==> src/rtl/rtype_multicycle_ctrl.sv <==
// Multi-cycle FETCH/DECODE/EXEC/WB sequencer for an R-type MIPS datapath.
// Drives imem/register-bank addresses, ALU control and write enable; counts retired instructions.
module rtype_multicycle_ctrl #(
    parameter int AW       = 8,
    parameter int PROG_LEN = 16
) (
    input  logic          clk_CPU,
    input  logic          rst_n,
    input  logic          start,
    output logic [AW-1:0] imem_addr,
    input  logic [31:0]   imem_data,
    input  logic          imem_valid,
    output logic [4:0]    rs_addr,
    output logic [4:0]    rt_addr,
    output logic [4:0]    rd_addr,
    output logic          rb_we,
    output logic [3:0]    alu_op,
    output logic          busy,
    output logic          halted,
    output logic          illegal,
    output logic [15:0]   instr_count
);

    typedef enum logic [2:0] {
        S_IDLE   = 3'd0,
        S_FETCH  = 3'd1,
        S_DECODE = 3'd2,
        S_EXEC   = 3'd3,
        S_WB     = 3'd4,
        S_HALT   = 3'd5
    } state_t;

    localparam logic [AW-1:0] LAST_PC = AW'(PROG_LEN - 1);

    // Returns {legal, alu_op}; legal only for opcode 0 with a supported funct.
    function automatic logic [4:0] decode_rtype(input logic [31:0] ir);
        logic [4:0] res;
        res = 5'b0_0000;
        if (ir[31:26] == 6'b00_0000) begin
            case (ir[5:0])
                6'b10_0000: res = 5'b1_0010;
                6'b10_0010: res = 5'b1_0110;
                6'b10_0100: res = 5'b1_0000;
                6'b10_0101: res = 5'b1_0001;
                6'b10_1010: res = 5'b1_0111;
                6'b10_0111: res = 5'b1_1100;
                default:    res = 5'b0_0000;
            endcase
        end else begin
            res = 5'b0_0000;
        end
        return res;
    endfunction

    state_t         state_q, state_d;
    logic [AW-1:0]  pc_q, pc_d;
    logic [31:0]    ir_q, ir_d;
    logic [3:0]     alu_op_q, alu_op_d;
    logic           rb_we_q, rb_we_d;
    logic           busy_q, busy_d;
    logic           halted_q, halted_d;
    logic           illegal_q, illegal_d;
    logic [15:0]    count_q, count_d;
    logic [4:0]     dec_s;

    // Next-state and next-output logic for the instruction sequencer.
    always_comb begin
        state_d   = state_q;
        pc_d      = pc_q;
        ir_d      = ir_q;
        alu_op_d  = 4'b0000;
        rb_we_d   = 1'b0;
        illegal_d = illegal_q;
        count_d   = count_q;
        dec_s     = decode_rtype(ir_q);

        case (state_q)
            S_IDLE, S_HALT: begin
                if (start) begin
                    state_d   = S_FETCH;
                    pc_d      = {AW{1'b0}};
                    illegal_d = 1'b0;
                    count_d   = 16'h0000;
                end else begin
                    state_d = state_q;
                end
            end
            S_FETCH: begin
                if (imem_valid) begin
                    ir_d    = imem_data;
                    state_d = S_DECODE;
                end else begin
                    state_d = S_FETCH;
                end
            end
            S_DECODE: begin
                if (dec_s[4]) begin
                    state_d  = S_EXEC;
                    alu_op_d = dec_s[3:0];
                end else begin
                    state_d   = S_HALT;
                    illegal_d = 1'b1;
                end
            end
            S_EXEC: begin
                state_d  = S_WB;
                alu_op_d = alu_op_q;
                // $zero is hard-wired, so a write to it is suppressed.
                rb_we_d  = (ir_q[15:11] != 5'd0);
            end
            S_WB: begin
                count_d = (count_q == 16'hFFFF) ? count_q : count_q + 16'd1;
                if (pc_q == LAST_PC) begin
                    state_d = S_HALT;
                end else begin
                    pc_d    = pc_q + {{(AW-1){1'b0}}, 1'b1};
                    state_d = S_FETCH;
                end
            end
            default: begin
                state_d = S_IDLE;
            end
        endcase

        busy_d   = (state_d == S_FETCH) || (state_d == S_DECODE) ||
                   (state_d == S_EXEC)  || (state_d == S_WB);
        halted_d = (state_d == S_HALT);
    end

    // State and output registers with synchronous active-low reset.
    always_ff @(posedge clk_CPU) begin
        if (!rst_n) begin
            state_q   <= S_IDLE;
            pc_q      <= {AW{1'b0}};
            ir_q      <= 32'h0000_0000;
            alu_op_q  <= 4'b0000;
            rb_we_q   <= 1'b0;
            busy_q    <= 1'b0;
            halted_q  <= 1'b0;
            illegal_q <= 1'b0;
            count_q   <= 16'h0000;
        end else begin
            state_q   <= state_d;
            pc_q      <= pc_d;
            ir_q      <= ir_d;
            alu_op_q  <= alu_op_d;
            rb_we_q   <= rb_we_d;
            busy_q    <= busy_d;
            halted_q  <= halted_d;
            illegal_q <= illegal_d;
            count_q   <= count_d;
        end
    end

    assign imem_addr   = pc_q;
    assign rs_addr     = ir_q[25:21];
    assign rt_addr     = ir_q[20:16];
    assign rd_addr     = ir_q[15:11];
    assign rb_we       = rb_we_q;
    assign alu_op      = alu_op_q;
    assign busy        = busy_q;
    assign halted      = halted_q;
    assign illegal     = illegal_q;
    assign instr_count = count_q;

endmodule

==> config.mk <==
export PLATFORM = sky130hd
export DESIGN_NAME = rtype_multicycle_ctrl
export DESIGN_NICKNAME = d
export VERILOG_FILES = /design/src/rtl/rtype_multicycle_ctrl.sv
export SDC_FILE = /design/constraint.sdc
export NUM_CORES = 1
export LEC_CHECK = 0
export BUFFER_PORTS_ARGS = -buffer_cell sky130_fd_sc_hd__clkbuf_2
export CAP_MARGIN = 10
export CORE_MARGIN = 4
export CORE_UTILIZATION = 51
export DETAILED_ROUTE_END_ITERATION = 6
export GPL_ROUTABILITY_DRIVEN = 0
export PLACE_DENSITY = 0.79
export SLEW_MARGIN = 0
export SYNTH_ARGS = -nofsm -noshare
export SYNTH_HDL_FRONTEND = slang
export SYNTH_SLANG_ARGS = --single-unit
==> constraint.sdc <==
create_clock -name clk_CPU -period 2.6 [get_ports clk_CPU]
set_input_delay 0.26 -clock clk_CPU [delete_from_list [all_inputs] [get_ports clk_CPU]]
set_output_delay 0.26 -clock clk_CPU [all_outputs]
set_load 0.005 [all_outputs]
==> flow_metrics.env, run 1 <==
export IMPL_min_period_ns=2.11
export IMPL_leakagePower_nw=1.37
export IMPL_rsz0062_at_grt="false"
export IMPL_required_ns=2.82
export IMPL_timing_fmax_ghz=0.475
export IMPL_synth_ff_type="dfxtp_1"
export IMPL_synth_edf_count=0
export IMPL_netlist_area_leader_share=0.434
export IMPL_yosysUniqueCellTypes=50
export IMPL_maxCapViolCount=0
export IMPL_syn_nets=377
export IMPL_top_layer="met4"
export IMPL_drv_slew=0
export IMPL_async_flop_share=0
export IMPL_nets=438
export IMPL_n_antenna_cell=0
export IMPL_track_usage=0.177
export IMPL_drt_iter0_drc=131
export IMPL_syn_inst=339
export IMPL_path_clk_slew_ns=0.07
export IMPL_cts_tree="done"
export IMPL_cp_data_arrival_time_ns=2.33
export IMPL_cts_repair_resized=0
export IMPL_start_util=0.542
export IMPL_seq_area_frac_synth=0.434
export IMPL_htree_levels=3
export IMPL_rows=26
export IMPL_drive_gt1_frac=0.259
export IMPL_post_cts_setup_buffers=0
export IMPL_holdWs_ns=0.153
export IMPL_cp_max_fo=11
export IMPL_met2_length_um=2840
export IMPL_finalSetupViolations=0
export IMPL_grt_pass1_vias=2330
export IMPL_ys_ff_latch=62
export IMPL_fin_skew_ns=0.00767
export IMPL_power_mw=1.99
export IMPL_vias_per_cell=5.17
export IMPL_p_per_area_nw_per_um2=589
export IMPL_cpPeakStageDelay_ns=0.54
export IMPL_ir_drop_mv=0.442
export IMPL_clock_sinks=62
export IMPL_post_synth_top_area_cell="dfxtp_1"
export IMPL_slew_headroom=0.653
export IMPL_status="finished, final reports clean"
export IMPL_die_h_um=82.9
export IMPL_cpMaxStageDelayCell="nor4_4"
export IMPL_clockBufferDepth=2
export IMPL_hold_viol=0
export IMPL_wl_met3_um=376
export IMPL_fill_cells=497
export IMPL_coreArea_sq_um=5270
export IMPL_wl_um=6010
export IMPL_mostFrequentLayoutCells="80 x nand2_1, 77 x clkbuf_2, 62 x dfxtp_1"
export IMPL_syn_avg_cell_area_sq_um=8.43
export IMPL_cts_root_buf="clkbuf_8"
export IMPL_antenna_found_initial=0
export IMPL_fp_dieW_um=82.9
export IMPL_syn_area_sq_um=2860
export IMPL_syn_to_final_growth_pct=18.3
export IMPL_dp_hpwl_um=4380
export IMPL_grt_pass1_wl_um=10200
export IMPL_cp_start_kind="register"
export IMPL_cts_buffers=9
export IMPL_cts_hold_buffers=0
export IMPL_postRouteAntennaNets=0
export IMPL_worstMarginPinSlew_ns=0.507
export IMPL_grt_remaining_overflow=0
export IMPL_fin_tns_setup_ns=0
export IMPL_worstSetupPathType="register to register"
export IMPL_final_common_cell="nand2_1"
export IMPL_path_cells="or3b_4, nor4_4, a21oi_2, a311oi_1"
export IMPL_wl_per_cell_um=12.6
export IMPL_yosysWarningCount=0
export IMPL_fin_crit_sh=0.810
export IMPL_grt_max_degree=41
export IMPL_synth_area_top_cells="dfxtp_1 43%, nand2_1 11%, a21boi_0 7.4%"
export IMPL_wl_met1_um=2710
export IMPL_clk_latency_ns=0.33
export IMPL_ioPinCount=83
export IMPL_firstDrtPassIters=4
export IMPL_dieArea_sq_um=6870
export IMPL_port_buffers=77
export IMPL_drc=0
export IMPL_end_kind="register"
export IMPL_min_path_type="primary input to register"
export IMPL_vias=2456
## final timing paths
path | start | endpoint | slack [ns] | depth (start not counted)
worst min register to register | alu_op[2] | alu_op[2] | 0.45 | 2
worst min-delay path | imem_data[29] | ir_q[29] | 0.15 | 3
worst max-delay path | state_q[2] | instr_count[5] | 0.49 | 4
worst max register to register | state_q[2] | instr_count[5] | 0.49 | 4
## synthesized netlist by cell type, types with 3 or more instances
| library cell | count |
|---|---|
| nor3_1 | 7 |
| o21ai_0 | 5 |
| a31oi_1 | 4 |
| nand2_1 | 80 |
| nand3_1 | 8 |
| nand2b_1 | 5 |
| a21boi_1 | 3 |
| or3_1 | 3 |
| nor2_1 | 18 |
| nand4_1 | 7 |
| nor4_1 | 6 |
| clkbuf_1 | 11 |
| xor2_1 | 4 |
| dfxtp_1 | 62 |
| nor2b_1 | 6 |
| xnor2_1 | 10 |
| a211oi_1 | 3 |
| and3_1 | 9 |
| buf_2 | 3 |
| a21oi_1 | 3 |
| or4_1 | 4 |
| buf_4 | 15 |
| a21boi_0 | 28 |
## area by class of cell
cell class                 instances  area (sq um)  share of cell area
clock inverter                     4          45.0              0.0133
timing repair buffer              82           423               0.125
inverter                           3          11.3             0.00333
multi-input combinational        242          1420               0.420
sequential                        62          1240               0.367
tap                               70          87.6              0.0259
clock buffer                      12           155              0.0459
## stage by stage
step	std cells	utilization	setup slack, ns	instance area (sq um)
after floorplan	339	-	0.761	2860
after global placement	459	0.604	0.522	3180
after detailed placement	459	0.604	0.497	3180
after CTS	475	0.642	0.475	3380
after global routing	475	0.642	0.316	3380
final	475	0.642	0.493	3380
## logic make-up after synthesis
kind of cell | after synthesis | synth area share
flops | 62 | 0.434
buf+inv | 35 | 0.0696
compound gates | 62 | 0.157
fa+ha+maj | 2 | 0.00875
xor+xnor | 14 | 0.0429
simple gates | 164 | 0.288
## worst max-delay path: cells and delay by family, from the launching register on
family             cells  cell delay (ns)
and+or+nand+nor        2             1.01
DFF                    1             0.48
AOI/OAI and AO/OA      2             0.51
## sequential cells by signal (all words and copies together), names as in the netlist
register / flops
alu_op: 4
busy: 1
halted: 1
illegal: 1
imem_addr: 8
instr_count: 16
ir_q: 27
rb_we: 1
state_q: 3
## report_power, final
part | leakage, nW | switching [mW] | internal [mW]
clock | 0.106 | 0.351 | 0.490
sequential | 0.502 | 0.0177 | 0.973
combinational | 0.767 | 0.0913 | 0.0691
## routing by layer
| layer | vias up | GRT usage |
|---|---|---|
| met5 | - | 0 |
| met4 | 0 | 0.0624 |
| met3 | 9 | 0.0653 |
| met2 | 55 | 0.284 |
| met1 | 1111 | 0.219 |
| li1 | 1281 | - |
Power figures use the tool's default switching activity.
==> run 2: changes to the inputs <==
- CORE_UTILIZATION: 51 -> 46
- PLACE_DENSITY: 0.79 -> 0.75
- clock period: 2.6 -> 1.8 ns (I/O delays scaled with it)
==> run 2 against run 1 <==
Net effect:
- the flow now finishes with violations (setup timing)
- clock skew grew 0.00069 ns
- critical path type unchanged
- largest power group unchanged
- critical path depth increased by 1
- clock power grew 26%
- non-clock buffer count rose by 23
- register-to-register slack worse by 0.62 ns
- global-route usage is 0.24 points higher
- sequential power up 44%
- final cell count increased by 5.7%
==> flow_metrics.env, run 2 (synthesized netlist as in run 1, its figures left out) <==
export IMPL_cts_hold_buffers=0
export IMPL_firstDrtPassIters=5
export IMPL_fin_crit_sh=1.07
export IMPL_rrSetupSlack_ns=-0.12
export IMPL_maxCapViolCount=0
export IMPL_internal_power_mw=2.10
export IMPL_coreArea_sq_um=5990
export IMPL_fin_skew_ns=0.00836
export IMPL_dp_cells=484
export IMPL_clkPwrFrac=0.384
export IMPL_drt_iter0_drc=103
export IMPL_die_h_um=86.8
export IMPL_hold_depth=3
export IMPL_nets=461
export IMPL_postLayoutSetupSlackWorst_ns=-0.122
export IMPL_clock_sinks=62
export IMPL_htree_levels=3
export IMPL_grt_remaining_overflow=0
export IMPL_leakagePower_nw=1.48
export IMPL_status="complete, but fails checks"
export IMPL_path_clk_slew_ns=0.06
export IMPL_grt_pass1_vias=2458
export IMPL_grt_max_degree=23
export IMPL_wl_um=6430
export IMPL_cts_buffers=9
export IMPL_drv_slew=0
export IMPL_grt_pass1_wl_um=10800
export IMPL_vias=2573
export IMPL_layout_cells_non_filler=502
export IMPL_mostFrequentLayoutCells="80 x nand2_1, 77 x clkbuf_2, 58 x dfxtp_1"
export IMPL_timing_fmax_ghz=0.520
export IMPL_largest_register_ffs=27
export IMPL_antenna_found_initial=0
export IMPL_holdWs_ns=0.0794
export IMPL_grt_use_met1=0.223
export IMPL_final_common_cell="nand2_1"
export IMPL_p_sw_uw=660
export IMPL_min_path_type="primary input to register"
export IMPL_r2r_end="alu_op[3]"
export IMPL_ioPinCount=83
export IMPL_slew_headroom=0.698
export IMPL_rsz0062_at_grt="true"
export IMPL_postRouteAntennaNets=0
export IMPL_end_kind="register"
export IMPL_dieArea_sq_um=7540
export IMPL_track_usage=0.180
export IMPL_hold_viol=0
export IMPL_worstMarginPinSlew_ns=0.451
export IMPL_regMostFlops="ir_q"
export IMPL_clockBufferDepth=2
export IMPL_ir_drop_mv=0.554
export IMPL_placed_cell_area_sq_um=3350
export IMPL_rr_startpoint="ir_q[27]"
export IMPL_sequentialPowerShare=0.518
export IMPL_p_per_area_nw_per_um2=769
export IMPL_rows=28
export IMPL_syn_to_final_growth_pct=25.5
export IMPL_busiest_layer="met2"
export IMPL_drc=0
export IMPL_r2r_worst_path_cells=5
export IMPL_grt_util_met2=0.287
export IMPL_cp_start_kind="register"
export IMPL_start_util=0.477
export IMPL_finalSetupViolations=7
export IMPL_cp_max_fo=3
export IMPL_hold_start="imem_data[22]"
export IMPL_fin_tns_setup_ns=-0.451
export IMPL_pwr_share_comb=0.098
export IMPL_dp_hpwl_um=4680
export IMPL_whs_endpoint="ir_q[22]"
export IMPL_violations="setup timing"
export IMPL_port_buffers=77
export IMPL_cp_data_arrival_time_ns=2.18
export IMPL_min_period_ns=1.92
export IMPL_clk_latency_ns=0.33
export IMPL_wl_per_cell_um=12.8
export IMPL_met3_usage=0.0447
export IMPL_n_antenna_cell=0
export IMPL_cts_root_buf="clkbuf_8"
export IMPL_switching_share=0.239
export IMPL_design_area_sq_um=3590
export IMPL_fp_dieW_um=86.8
export IMPL_worstSetupPathType="register to register"
export IMPL_drive_gt1_frac=0.314
export IMPL_cts_tree="done"
export IMPL_required_ns=2.06
export IMPL_vias_per_cell=5.13
[run 2: power groups by stage]
stage | combinational (mW) | sequential [mW] | clock, mW
floorplan | 0.174 | 1.45 | 0
CTS | 0.263 | 1.43 | 1.09
global route | 0.303 | 1.43 | 1.16
finish | 0.269 | 1.43 | 1.06
detailed placement | 0.261 | 1.46 | 0
global placement | 0.257 | 1.46 | 0
[run 2: per-layer routing]
| layer | part of all wire | vias up |
|---|---|---|
| met1 | 0.46 | 1179 |
| met2 | 0.47 | 56 |
| met5 | 0 | - |
| met4 | 0.020 | 0 |
| met3 | 0.050 | 10 |
| li1 | - | 1328 |
[run 2: worst max-delay path by stage]
stage / startpoint / end / slack (ns) / depth (start not counted)
2_1_floorplan: ir_q[27] / state_q[2] / -0.02 / 5
3_3_place_gp: ir_q[27] / halted / -0.13 / 5
3_5_place_dp: ir_q[27] / halted / -0.16 / 5
4_1_cts: ir_q[27] / alu_op[3] / -0.13 / 5
5_1_grt: ir_q[27] / alu_op[3] / -0.19 / 5
6_report: ir_q[27] / alu_op[3] / -0.12 / 5
[run 2: layout make-up]
cell class | count | area, sq um
fill | 557 | 2400
multi-input combinational | 242 | 1450
sequential | 62 | 1250
timing repair buffer | 105 | 612
clock buffer | 14 | 163
tap | 75 | 93.8
inverter | 3 | 11.3
clock inverter | 1 | 5.00
[run 2: worst max-delay path, cell delays in order, from the launching register on]
cell and delay [ns]:
dfxtp_2 0.32, or4_4 0.51, or4_4 0.52, nor4b_4 0.27, nand2_1 0.13, o21ai_2 0.11
[run 2: per-stage QoR]
| step | util | power, mW | worst slack, ns |
|---|---|---|---|
| after floorplan | - | 1.63 | -0.0239 |
| after global placement | 0.559 | 1.72 | -0.127 |
| after detailed placement | 0.559 | 1.72 | -0.155 |
| after CTS | 0.588 | 2.79 | -0.134 |
| after global routing | 0.599 | 2.89 | -0.185 |
| final | 0.599 | 2.76 | -0.122 |
[run 2: repair_timing]
item | 4_1_cts | 5_1_grt
setup endpoints to repair | 8 | 21
pin swaps | 1 | 6
cloned | 0 | 0
resized for setup | 1 | 13
buffers inserted | 0 | 3
==> run 3: changes to the inputs <==
- ABC_AREA: unset -> 1
- CORE_UTILIZATION: 46 -> 47
- PLACE_DENSITY: 0.75 -> 0.76
==> run 3 against run 2 <==
Net effect:
- the flow now finishes without violations
- non-clock buffer count is 10 lower
- clock-buffer cell count is 5 lower
- final cell count is 20% higher
- clock skew is 0.00087 ns lower
- fmax is 19% higher
- synthesized cell count is 29% higher
- utilization is 0.089 points higher
- combinational power is 100% higher
- critical path type unchanged
==> flow_metrics.env, run 3 <==
export IMPL_status="finished, final reports clean"
export IMPL_syn_to_final_growth_pct=24.1
export IMPL_seq_area_frac_synth=0.407
export IMPL_wl_um=7510
export IMPL_clk_latency_ns=0.34
export IMPL_fp_dieW_um=88.6
export IMPL_drv_slew=0
export IMPL_nets=556
export IMPL_end_kind="register"
export IMPL_grt_pass1_wl_um=12300
export IMPL_maxCapViolCount=0
export IMPL_grt_remaining_overflow=0
export IMPL_worstMarginPinSlew_ns=0.466
export IMPL_dieArea_sq_um=7840
export IMPL_fin_skew_ns=0.00749
export IMPL_rsz0062_at_grt="false"
export IMPL_netlist_area_leader_share=0.407
export IMPL_path_cells="ha_1, nand2_1, inv_1, nand4_2, o21ai_4, buf_12, o21ai_0, a21oi_1"
export IMPL_min_path_type="primary input to register"
export IMPL_switching_share=0.263
export IMPL_pwr_share_comb=0.144
export IMPL_drive_gt1_frac=0.268
export IMPL_clockBufferDepth=2
export IMPL_wl_met3_um=471
export IMPL_rows=29
export IMPL_coreArea_sq_um=6310
export IMPL_finalSetupViolations=0
export IMPL_dp_hpwl_um=5420
export IMPL_required_ns=2.06
export IMPL_syn_area_sq_um=3050
export IMPL_postRouteAntennaNets=0
export IMPL_ioPinCount=83
export IMPL_async_flop_share=0
export IMPL_htree_levels=3
export IMPL_dp_cells=584
export IMPL_hold_viol=0
export IMPL_fin_tns_setup_ns=0
export IMPL_met2_length_um=3610
export IMPL_vias=3012
export IMPL_post_cts_setup_buffers=0
export IMPL_antenna_found_initial=0
export IMPL_postLayoutSetupSlackWorst_ns=0.181
export IMPL_ir_drop_mv=0.810
export IMPL_die_h_um=88.6
export IMPL_whs_endpoint="ir_q[19]"
export IMPL_cp_data_arrival_time_ns=1.88
export IMPL_n_antenna_cell=0
export IMPL_cts_buffers=9
export IMPL_hold_depth=3
export IMPL_leakagePower_nw=1.78
export IMPL_start_util=0.483
export IMPL_rr_startpoint="instr_count[0]"
export IMPL_yosysWarningCount=0
export IMPL_fin_crit_sh=0.900
export IMPL_clock_sinks=62
export IMPL_clkPwrFrac=0.447
export IMPL_internal_power_mw=2.74
export IMPL_cpMaxStageDelayCell="dfxtp_1"
export IMPL_r2r_end="instr_count[2]"
export IMPL_regMostFlops="ir_q"
export IMPL_cp_num_buf_inv=2
export IMPL_yosysUniqueCellTypes=35
export IMPL_cts_root_buf="clkbuf_8"
export IMPL_port_buffers=77
export IMPL_cts_tree="done"
export IMPL_synth_edf_count=0
export IMPL_drc=0
export IMPL_r2r_worst_path_cells=8
export IMPL_fill_cells=579
export IMPL_sequentialPowerShare=0.408
export IMPL_mostFrequentLayoutCells="87 x nor2_1, 77 x clkbuf_2, 69 x nand2_1"
export IMPL_syn_avg_cell_area_sq_um=6.95
export IMPL_grt_pass1_vias=2760
export IMPL_path_clk_slew_ns=0.08
export IMPL_drt_iter0_drc=151
export IMPL_vias_per_cell=5.02
export IMPL_syn_nets=477
export IMPL_top_layer="met4"
export IMPL_wl_per_cell_um=12.5
export IMPL_min_period_ns=1.62
export IMPL_crit_family="compound AO/OA/AOI/OAI gates"
export IMPL_synth_ff_type="dfxtp_1"
export IMPL_netlist_top_cells_count="87 x nor2_1, 69 x nand2_1, 62 x dfxtp_1, 36 x inv_1, 36 x o21ai_0"
export IMPL_firstDrtPassIters=4
export IMPL_cpPeakStageDelay_ns=0.34
export IMPL_p_per_area_nw_per_um2=983
export IMPL_cp_max_fo=16
export IMPL_largest_register_ffs=27
export IMPL_pre_cts_ws_ns=0.143
export IMPL_synth_area_top_cells="dfxtp_1 41%, nor2_1 11%, nand2_1 8.5%"
export IMPL_track_usage=0.199
export IMPL_final_common_cell="nor2_1"
export IMPL_utilization=0.600
export IMPL_wl_met1_um=3320
export IMPL_synth_most_common_cell="nor2_1"
export IMPL_p_sw_uw=980
export IMPL_hold_start="imem_data[19]"
export IMPL_rrSetupSlack_ns=0.18
export IMPL_post_synth_top_area_cell="dfxtp_1"
export IMPL_layout_cells_non_filler=600
export IMPL_grt_max_degree=34
export IMPL_cp_start_kind="register"
export IMPL_worstSetupPathType="register to register"
export IMPL_slew_headroom=0.687
export IMPL_syn_inst=439
export IMPL_timing_fmax_ghz=0.617
export IMPL_ys_ff_latch=62
## run 3: worst register-to-register path: stages, from the launching register on
cell	delay, ns
dfxtp_1	0.34
ha_1	0.25
nand2_1	0.12
inv_1	0.10
nand4_2	0.14
o21ai_4	0.17
buf_12	0.16
o21ai_0	0.10
a21oi_1	0.15
## run 3: kinds of logic (layout without fill, tap and decap cells)
kind of cell	after synthesis	in the layout	synth area share
AOI/OAI and AO/OA	70	70	0.128
xor gates and xnor gates	3	3	0.00862
adders and majority gates	2	2	0.00820
buffers and inverters	68	152	0.105
DFF	62	62	0.407
and+or+nand+nor	234	234	0.343
## run 3: worst max path at each step
| stage | start | end | slack (ns) | cells past startpoint |
|---|---|---|---|---|
| 2_1_floorplan | instr_count[0] | instr_count[5] | 0.30 | 8 |
| 3_3_place_gp | imem_addr[0] | imem_addr[3] | 0.25 | 8 |
| 3_5_place_dp | state_q[2] | instr_count[2] | 0.14 | 6 |
| 4_1_cts | state_q[2] | instr_count[2] | 0.12 | 6 |
| 5_1_grt | imem_addr[1] | imem_addr[3] | 0.03 | 8 |
| 6_report | instr_count[0] | instr_count[2] | 0.18 | 8 |
## run 3: stage by stage
stage,area (sq um),power [mW],hold WS [ns]
5_1_grt,3790,3.90,0.0484
4_1_cts,3780,3.75,0.0482
2_1_floorplan,3050,1.92,0.296
3_5_place_dp,3510,2.09,0.409
3_3_place_gp,3510,2.07,0.401
6_report,3790,3.72,0.0625
## run 3: power by group through the flow
stage	logic [mW]	registers [mW]	clock network, mW
floorplan	0.376	1.54	0
global placement	0.521	1.54	0
detailed placement	0.538	1.55	0
CTS	0.541	1.52	1.69
global route	0.605	1.53	1.76
finish	0.537	1.52	1.66
## run 3: metal layers
metal  vias up  GRT usage
li1       1573          -
met2        96      0.332
met4         0     0.0879
met3        12     0.0391
met5         -          0
met1      1331      0.249
## run 3: layout make-up
| type | instances | area (sq um) | share of cell area |
|---|---|---|---|
| Clock inverter | 7 | 145 | 0.0383 |
| Timing Repair Buffer | 95 | 533 | 0.141 |
| Multi-Input combinational cell | 309 | 1490 | 0.394 |
| Inverter | 41 | 154 | 0.0406 |
| Clock buffer | 9 | 124 | 0.0327 |
| Tap cell | 77 | 96.3 | 0.0254 |
| Sequential cell | 62 | 1240 | 0.328 |
## run 3: repair_timing
action | in CTS | in global routing
resized for setup | 0 | 2
setup endpoints to repair | 0 | 2
hold buffers | 0 | 0
